### config.mk
export PLATFORM = sky130hd
export DESIGN_NAME = text_blitter
export DESIGN_NICKNAME = d
export VERILOG_FILES = /design/src/rtl/text_blitter.sv
export SDC_FILE = /design/constraint.sdc
export NUM_CORES = 1
export LEC_CHECK = 0
export ABC_AREA = 1
export CAP_MARGIN = 20
export CORE_UTILIZATION = 40
export CTS_CLUSTER_DIAMETER = 50
export DETAILED_ROUTE_END_ITERATION = 10
export DONT_BUFFER_PORTS = 1
export GPL_TIMING_DRIVEN = 1
export PLACE_DENSITY = 0.53
export SLEW_MARGIN = 30
export SYNTH_ARGS = -nofsm -noshare
export SYNTH_HDL_FRONTEND = slang
export SYNTH_SLANG_ARGS = --single-unit
### constraint.sdc
create_clock -name CLOCK -period 2.57 [get_ports CLOCK]
set_clock_uncertainty 0.15 [all_clocks]
set_input_delay 0.3855 -clock CLOCK [delete_from_list [all_inputs] [get_ports CLOCK]]
set_output_delay 0.3855 -clock CLOCK [all_outputs]
set_load 0.02 [all_outputs]
### src/rtl/text_blitter.sv
// text_blitter: clear/scroll engine sharing the CPU-side port of the text video RAM.
// The CPU always wins the port; the engine advances only in cycles the CPU leaves free.
module text_blitter #(
    parameter int          COLS_BYTES   = 160,
    parameter int          SCREEN_BYTES = 4000,
    parameter logic [12:0] BASE         = 13'h000
) (
    input  logic        CLOCK,
    input  logic        RESET,
    input  logic        cmd_start,
    input  logic [1:0]  cmd_op,
    input  logic [7:0]  fill_char,
    input  logic [7:0]  fill_attr,
    output logic        busy,
    output logic        done,
    input  logic [12:0] cpu_address,
    input  logic [7:0]  cpu_wdata,
    input  logic        cpu_we,
    input  logic        cpu_rd,
    output logic [7:0]  cpu_rdata,
    output logic        cpu_ready,
    output logic [12:0] mem_address,
    output logic [7:0]  mem_wdata,
    output logic        mem_we,
    input  logic [7:0]  mem_rdata
);

    localparam logic [12:0] END_ADDR = BASE + 13'(SCREEN_BYTES);
    localparam logic [12:0] ROW_OFF  = 13'(COLS_BYTES);
    localparam logic [12:0] LAST_ROW = END_ADDR - ROW_OFF;

    typedef enum logic [2:0] {
        S_IDLE,
        S_FILL,
        S_RD,
        S_LAT,
        S_WR
    } state_t;

    state_t      state_q, state_d;
    logic [12:0] dst_q, dst_d;
    logic [12:0] end_q, end_d;
    logic [7:0]  char_q, char_d;
    logic [7:0]  attr_q, attr_d;
    logic [7:0]  hold_q, hold_d;
    logic        done_q, done_d;
    logic        cpu_ready_q;

    logic        cpu_req;
    logic        free;
    logic [12:0] eng_addr;
    logic [7:0]  eng_wdata;
    logic        eng_we;

    assign cpu_req = cpu_we | cpu_rd;
    assign free    = ~cpu_req;

    // Engine next-state, datapath updates and engine-side port request
    always_comb begin
        state_d   = state_q;
        dst_d     = dst_q;
        end_d     = end_q;
        char_d    = char_q;
        attr_d    = attr_q;
        hold_d    = hold_q;
        done_d    = 1'b0;
        eng_addr  = dst_q;
        eng_wdata = hold_q;
        eng_we    = 1'b0;
        unique case (state_q)
            S_IDLE: begin
                if (cmd_start) begin
                    char_d = fill_char;
                    attr_d = fill_attr;
                    case (cmd_op)
                        2'd0: begin
                            state_d = S_FILL;
                            dst_d   = BASE;
                            end_d   = END_ADDR;
                        end
                        2'd1: begin
                            state_d = S_RD;
                            dst_d   = BASE;
                        end
                        default: done_d = 1'b1;
                    endcase
                end
            end
            S_FILL: begin
                eng_we    = 1'b1;
                eng_wdata = dst_q[0] ? attr_q : char_q;
                if (free) begin
                    dst_d = dst_q + 13'd1;
                    if (dst_q + 13'd1 == end_q) begin
                        state_d = S_IDLE;
                        done_d  = 1'b1;
                    end
                end
            end
            S_RD: begin
                eng_addr = dst_q + ROW_OFF;
                if (free) begin
                    state_d = S_LAT;
                end
            end
            S_LAT: begin
                hold_d  = mem_rdata;
                state_d = S_WR;
            end
            S_WR: begin
                eng_we = 1'b1;
                if (free) begin
                    dst_d = dst_q + 13'd1;
                    if (dst_q + 13'd1 == LAST_ROW) begin
                        state_d = S_FILL;
                        end_d   = END_ADDR;
                    end else begin
                        state_d = S_RD;
                    end
                end
            end
            default: state_d = S_IDLE;
        endcase
    end

    // State and datapath registers with synchronous reset
    always_ff @(posedge CLOCK) begin
        if (RESET) begin
            state_q     <= S_IDLE;
            dst_q       <= '0;
            end_q       <= '0;
            char_q      <= '0;
            attr_q      <= '0;
            hold_q      <= '0;
            done_q      <= 1'b0;
            cpu_ready_q <= 1'b0;
        end else begin
            state_q     <= state_d;
            dst_q       <= dst_d;
            end_q       <= end_d;
            char_q      <= char_d;
            attr_q      <= attr_d;
            hold_q      <= hold_d;
            done_q      <= done_d;
            cpu_ready_q <= cpu_req;
        end
    end

    // Engine writes are suppressed while RESET is high so an abort lands no write on its edge
    assign mem_address = cpu_req ? cpu_address : eng_addr;
    assign mem_wdata   = cpu_req ? cpu_wdata   : eng_wdata;
    assign mem_we      = cpu_req ? cpu_we      : (eng_we & ~RESET);

    assign busy      = (state_q != S_IDLE);
    assign done      = done_q;
    assign cpu_ready = cpu_ready_q;
    assign cpu_rdata = mem_rdata;

endmodule

* After elaboration in Yosys (flattened, before gate mapping)
Cells that the tools add are included.
** Storage, ports and cells
- Output and inout port bits :: 33
- Memory bits (writable) :: 0
- Flip-flop bits (word level) :: 55
- Memories :: 0
- Word-level logic and storage cells :: 70
- Bits in latches :: 0
- Input port bits :: 52
- Memory bits (read-only) :: 0
** Operators by class
- Add/sub/neg operators :: 2
- Bitwise operators :: 3
- $mul :: 0
- Shifts and indexed selects :: 0
- Eq/ne operators :: 17
- Multiplexer cells :: 29
- Divide/modulo/power cells :: 0
- Reductions and logical operators :: 11
- Magnitude comparators :: 0
** Operator list (count)
- 13-bit two-way mux :: 9
- 13-bit case mux with 2 select lines :: 2
- 8-bit two-way mux :: 3
- 2-bit != test, second input constant :: 8
- 3-bit two-way mux :: 5
- 3-bit case mux with 5 select lines :: 1
- 13-bit by 1-bit adder with 13-bit output, second input constant :: 1
- 13-bit by 8-bit adder with 13-bit output, second input constant :: 1
- 13-bit by 12-bit equality test with 1-bit output, second input constant :: 1
- 13-bit equality test :: 1
- 3-bit by 2-bit equality test with 1-bit output, second input constant :: 2
- 1-bit two-way mux :: 6
- 3-bit case mux with 2 select lines :: 1
- 6-bit AND reduction :: 1
- 5-bit AND reduction :: 1
- 4-bit AND reduction :: 1
- 2-bit nonzero test :: 2
- 2-bit OR reduction :: 2
- 3-bit by 1-bit equality test with 1-bit output, second input constant :: 1
- 3-bit equality test, second input constant :: 1
- 3-bit zero test :: 1
- 3-bit by 1-bit != test with 1-bit output, second input constant :: 1
- 3-bit nonzero test :: 1
- 2-bit by 1-bit equality test with 1-bit output, second input constant :: 1
- 8 further kinds :: 8

* Longest topological paths before layout
- Depth in word-level cells :: 5
- Depth in mapped cells :: 15
- Depth with buffers taken out :: 15

* Worst setup path before layout
Ideal clock, no wire load.
- Path type :: reg-to-output
- Start :: reg state_q[1]
- End :: out mem_address[12]
- Arrival time :: 1666 ps
- Cell stages (with the launch flop) :: 8
- Buffers on the path :: 0
- Data required time :: 2034 ps
- Setup slack :: 369 ps
- Cell sequence :: dfxtp_1 inv_1 nor3_4 inv_1 nor2_1 nand2_1 xor2_1 o21ai_0
** Between the ends
- Cells in the longest elaborated chain, start to end :: 3
** RTL lines
- start: declaration :: line 40 : state_t state_q, state_d;
- start signal: assignment :: line 138 : state_q <= state_d;
- 3-bit by 2-bit equality test with 1-bit output :: line 70 : unique case (state_q)
- 13-bit two-way mux :: line 70
- 13-bit two-way mux :: line 150 : assign mem_address = cpu_req ? cpu_address : eng_addr;
- end: declaration :: line 22 : output logic [12:0] mem_address,
No other way between the ends.

* Worst setup path in the final report
Ends and elaborated chain as after synthesis.

==> results.txt <==
Result of the run: complete, no violations
Synth area leader: dfxtp_1
Reg2Reg Depth: 12
Slew HR: 54.58%
FFs w/ async S/R, synth: 0%
Detailed Route WL: 7.073 mm
Clock-pin slew on the worst setup and hold paths: 0.09 ns
Critical path required time: 2.03 ns
Register share of total power: 40.0%
Combinational share of power: 31.5%
Final hold violation count: 0
CP Cell Sequence: inv_1, nor3_4, inv_1, nor2_2, nand2_1, xor2_1, o21ai_0, buf_4
Die height: 84.96 µm
Crit. End Element: output pin
Critical path's slowest cell: dfxtp_1
PD cells: 667.0 nW/µm²
Die X: 84.96 µm
H-tree levels: 2
Antenna violations before repair: 0
Number of max-cap violations: 0
Sw Share: 36.66%
Clk Tree Root Cell: clkbuf_8
Post-CTS Setup Bufs: 0
DRC: 0
RSZ-0062 raised after global routing: false
Clock group share of total power: 28.5%
CTS tree: done
Min-delay worst type: primary input to register
P_leak: 0.001251 µW
Clock period minus worst slack: 2.418 ns
Crit-path max cell delay: 0.41 ns
Ys Warns: 0
Int Pwr: 1274 µW
Grt ovf: 0
Layout area overhead: 9.545%
Commonest cells post-synth: 104 x nand2_1, 54 x nor2_1, 53 x o21ai_0, 43 x dfxtp_1, 37 x inv_1
Wire per inst: 13.73 µm
Most common cell in the netlist: nand2_1
Max Fclk: 0.4136 GHz
Placed cell areas: 2872 µm²
Synth Cell Area: 2753 µm²
I/O pins: 85
Critical path arrival: 1.88 ns
Initial Util: 42.38%
Design area: 3015 µm²
Hold path startpoint: fill_char[5]
Ant. Diodes: 0
Detail Route Antenna Nets: 0
Routed via count: 2,619
Crit path from: state_q[1]
Yosys cell types: 33
Synth area leaders: dfxtp_1 31%, nand2_1 14%, o21ai_0 9.6%, nor2_1 7.4%, a21oi_1 6.2%
Post-synth EDFFs: 0
Most used DFF post-synth: dfxtp_1
Syn Inst Count: 431
CTS Buf Count: 5
Clock sinks: 43
Placer Congestion: 0.8323
Final Slew Violations: 0
Initial drt markers: 96
Largest net degree at the start of global routing: 28
Fillers: 709
Syn Nets: 486
Site row count: 29
First-pass GRT wire length: 11.61 mm
Clk Latency, worst-skew pair: 0.30 ns
Hpwl dp: 5.168 mm
Share of cells above drive strength 1: 14.61%
Endpoints failing setup: 0
All-Layer GR Usage: 20.34%
Avg Synthesized Cell Area: 6.387 µm²
Hold path endpoint: char_q[5]
Final TNS setup: 0 ns
Clock buffer depth: 2
Worst-Margin Slew: 0.6790 ns
Drt pass-1 iters: 6
Crit path max fanout: 4
Synth top area share: 31.27%
Psw: 737.4 µW
Seq cells post-synth: 43
Critical R2R Launch: dst_q[1]
Vias in the first global route: 2,468
Sequential element share of the synthesized area: 31.27%
Most common cell on crit path: inv_1
Die area: 7217 µm²
End of the worst register-to-register path: state_q[1]
Final #Nets: 492
Reg2reg setup slack: 0.43 ns
Routed vias/inst: 5.085
Core area: 6495 µm²
VDD IR max: 389.5 µV
# port buffers: 0
Tcrit/Tclk final: 94.08%
Setup CP Type: register to output pin
CP startpoint kind: register
Hold Path Depth: 2
-- cell type report --
cell class	count	area [µm²]	share of cell area [%]
Timing Repair Buffer	24	185.2	6.141
Multi-Input combinational cell	319	1587	52.61
Clock inverter	2	38.79	1.286
Tap cell	77	96.34	3.195
Inverter	44	165.2	5.477
Sequential cell	43	860.8	28.55
Clock buffer	6	82.58	2.739
-- state kept, by name, indices dropped and copies added (netlist names) --
signal,cells
char_q,8
end_q,1
state_q,3
done,1
attr_q,8
cpu_ready,1
hold_q,8
dst_q,13
-- layer usage --
metal  global-route usage [%]  part of all wire, %  routed length, µm  vias up
met5                        0                    0                  0        -
met4                    5.547                 0.82                 58        0
met3                    3.696                  4.7                331        5
met2                    37.02                   50               3534       63
met1                    24.46                   45               3148     1161
li1                         -                    -                  -     1390
-- worst max-delay path, delay by kind of cell (launching register included) --
| kind | cells | cell delay, ns |
|---|---|---|
| compound gates | 1 | 0.14 |
| xor+xnor | 1 | 0.14 |
| buf+inv | 3 | 0.41 |
| flops | 1 | 0.41 |
| simple gates | 3 | 0.47 |
-- power by group through the flow --
| stage | registers [µW] | logic (µW) | clock network [µW] |
|---|---|---|---|
| global route | 812 | 718 | 614 |
| global placement | 818 | 631 | 0 |
| floorplan | 809 | 506 | 0 |
| finish | 804 | 634 | 573 |
| CTS | 805 | 643 | 595 |
| detailed placement | 820 | 633 | 0 |
-- logic make-up (layout without fill, tap and decap cells) --
| family | after synthesis | in the layout | synth area share, % |
|---|---|---|---|
| flip-flops | 43 | 43 | 31.27 |
| adder cells (fa/ha/maj) | 3 | 3 | 1.364 |
| XOR/XNOR | 7 | 7 | 2.227 |
| AND/OR/NAND/NOR | 206 | 206 | 33.50 |
| buffers and inverters | 69 | 76 | 11.18 |
| AO/OA/AOI/OAI | 103 | 103 | 20.45 |
-- layout by cell type, fill, tap and decap left out, types with 6 or more instances in the layout --
master	netlist	layout
nand2_2	7	7
nand3_1	20	20
a21oi_1	34	34
o21ai_0	53	53
inv_1	37	37
nand2_1	104	104
buf_4	8	22
clkbuf_8	0	6
dfxtp_1	43	43
xor2_1	6	6
nor2_1	54	53
nor2_2	7	8
-- worst max-delay path by stage --
stage	endpoint	cells after the start	slack [ns]
final	mem_address[12]	8	0.15
after global routing	mem_address[10]	8	0.01
after CTS	mem_address[12]	8	0.08
after detailed placement	mem_address[12]	8	0.41
after global placement	mem_address[12]	8	0.49
after floorplan	mem_address[12]	7	0.37
-- per-stage QoR --
step	power [µW]	cells	setup WS, ns	hold slack, ns	util [%]
5_1_grt	2145	515	0.01486	0.05834	46.43
3_5_place_dp	1453	505	0.4081	0.2982	44.21
6_report	2011	515	0.1521	0.06611	46.43
4_1_cts	2043	515	0.07608	0.05620	46.39
2_1_floorplan	1315	431	0.3689	0.2792	-
3_3_place_gp	1449	505	0.4850	0.2916	44.21
-- timing repair --
item | CTS | global route
hold buffers | 2 | 0
gates resized for setup | 0 | 1
setup endpoints to repair | 0 | 2
hold endpoints to repair | 15 | 0
No activity file was read; power rests on OpenSTA's default activity.
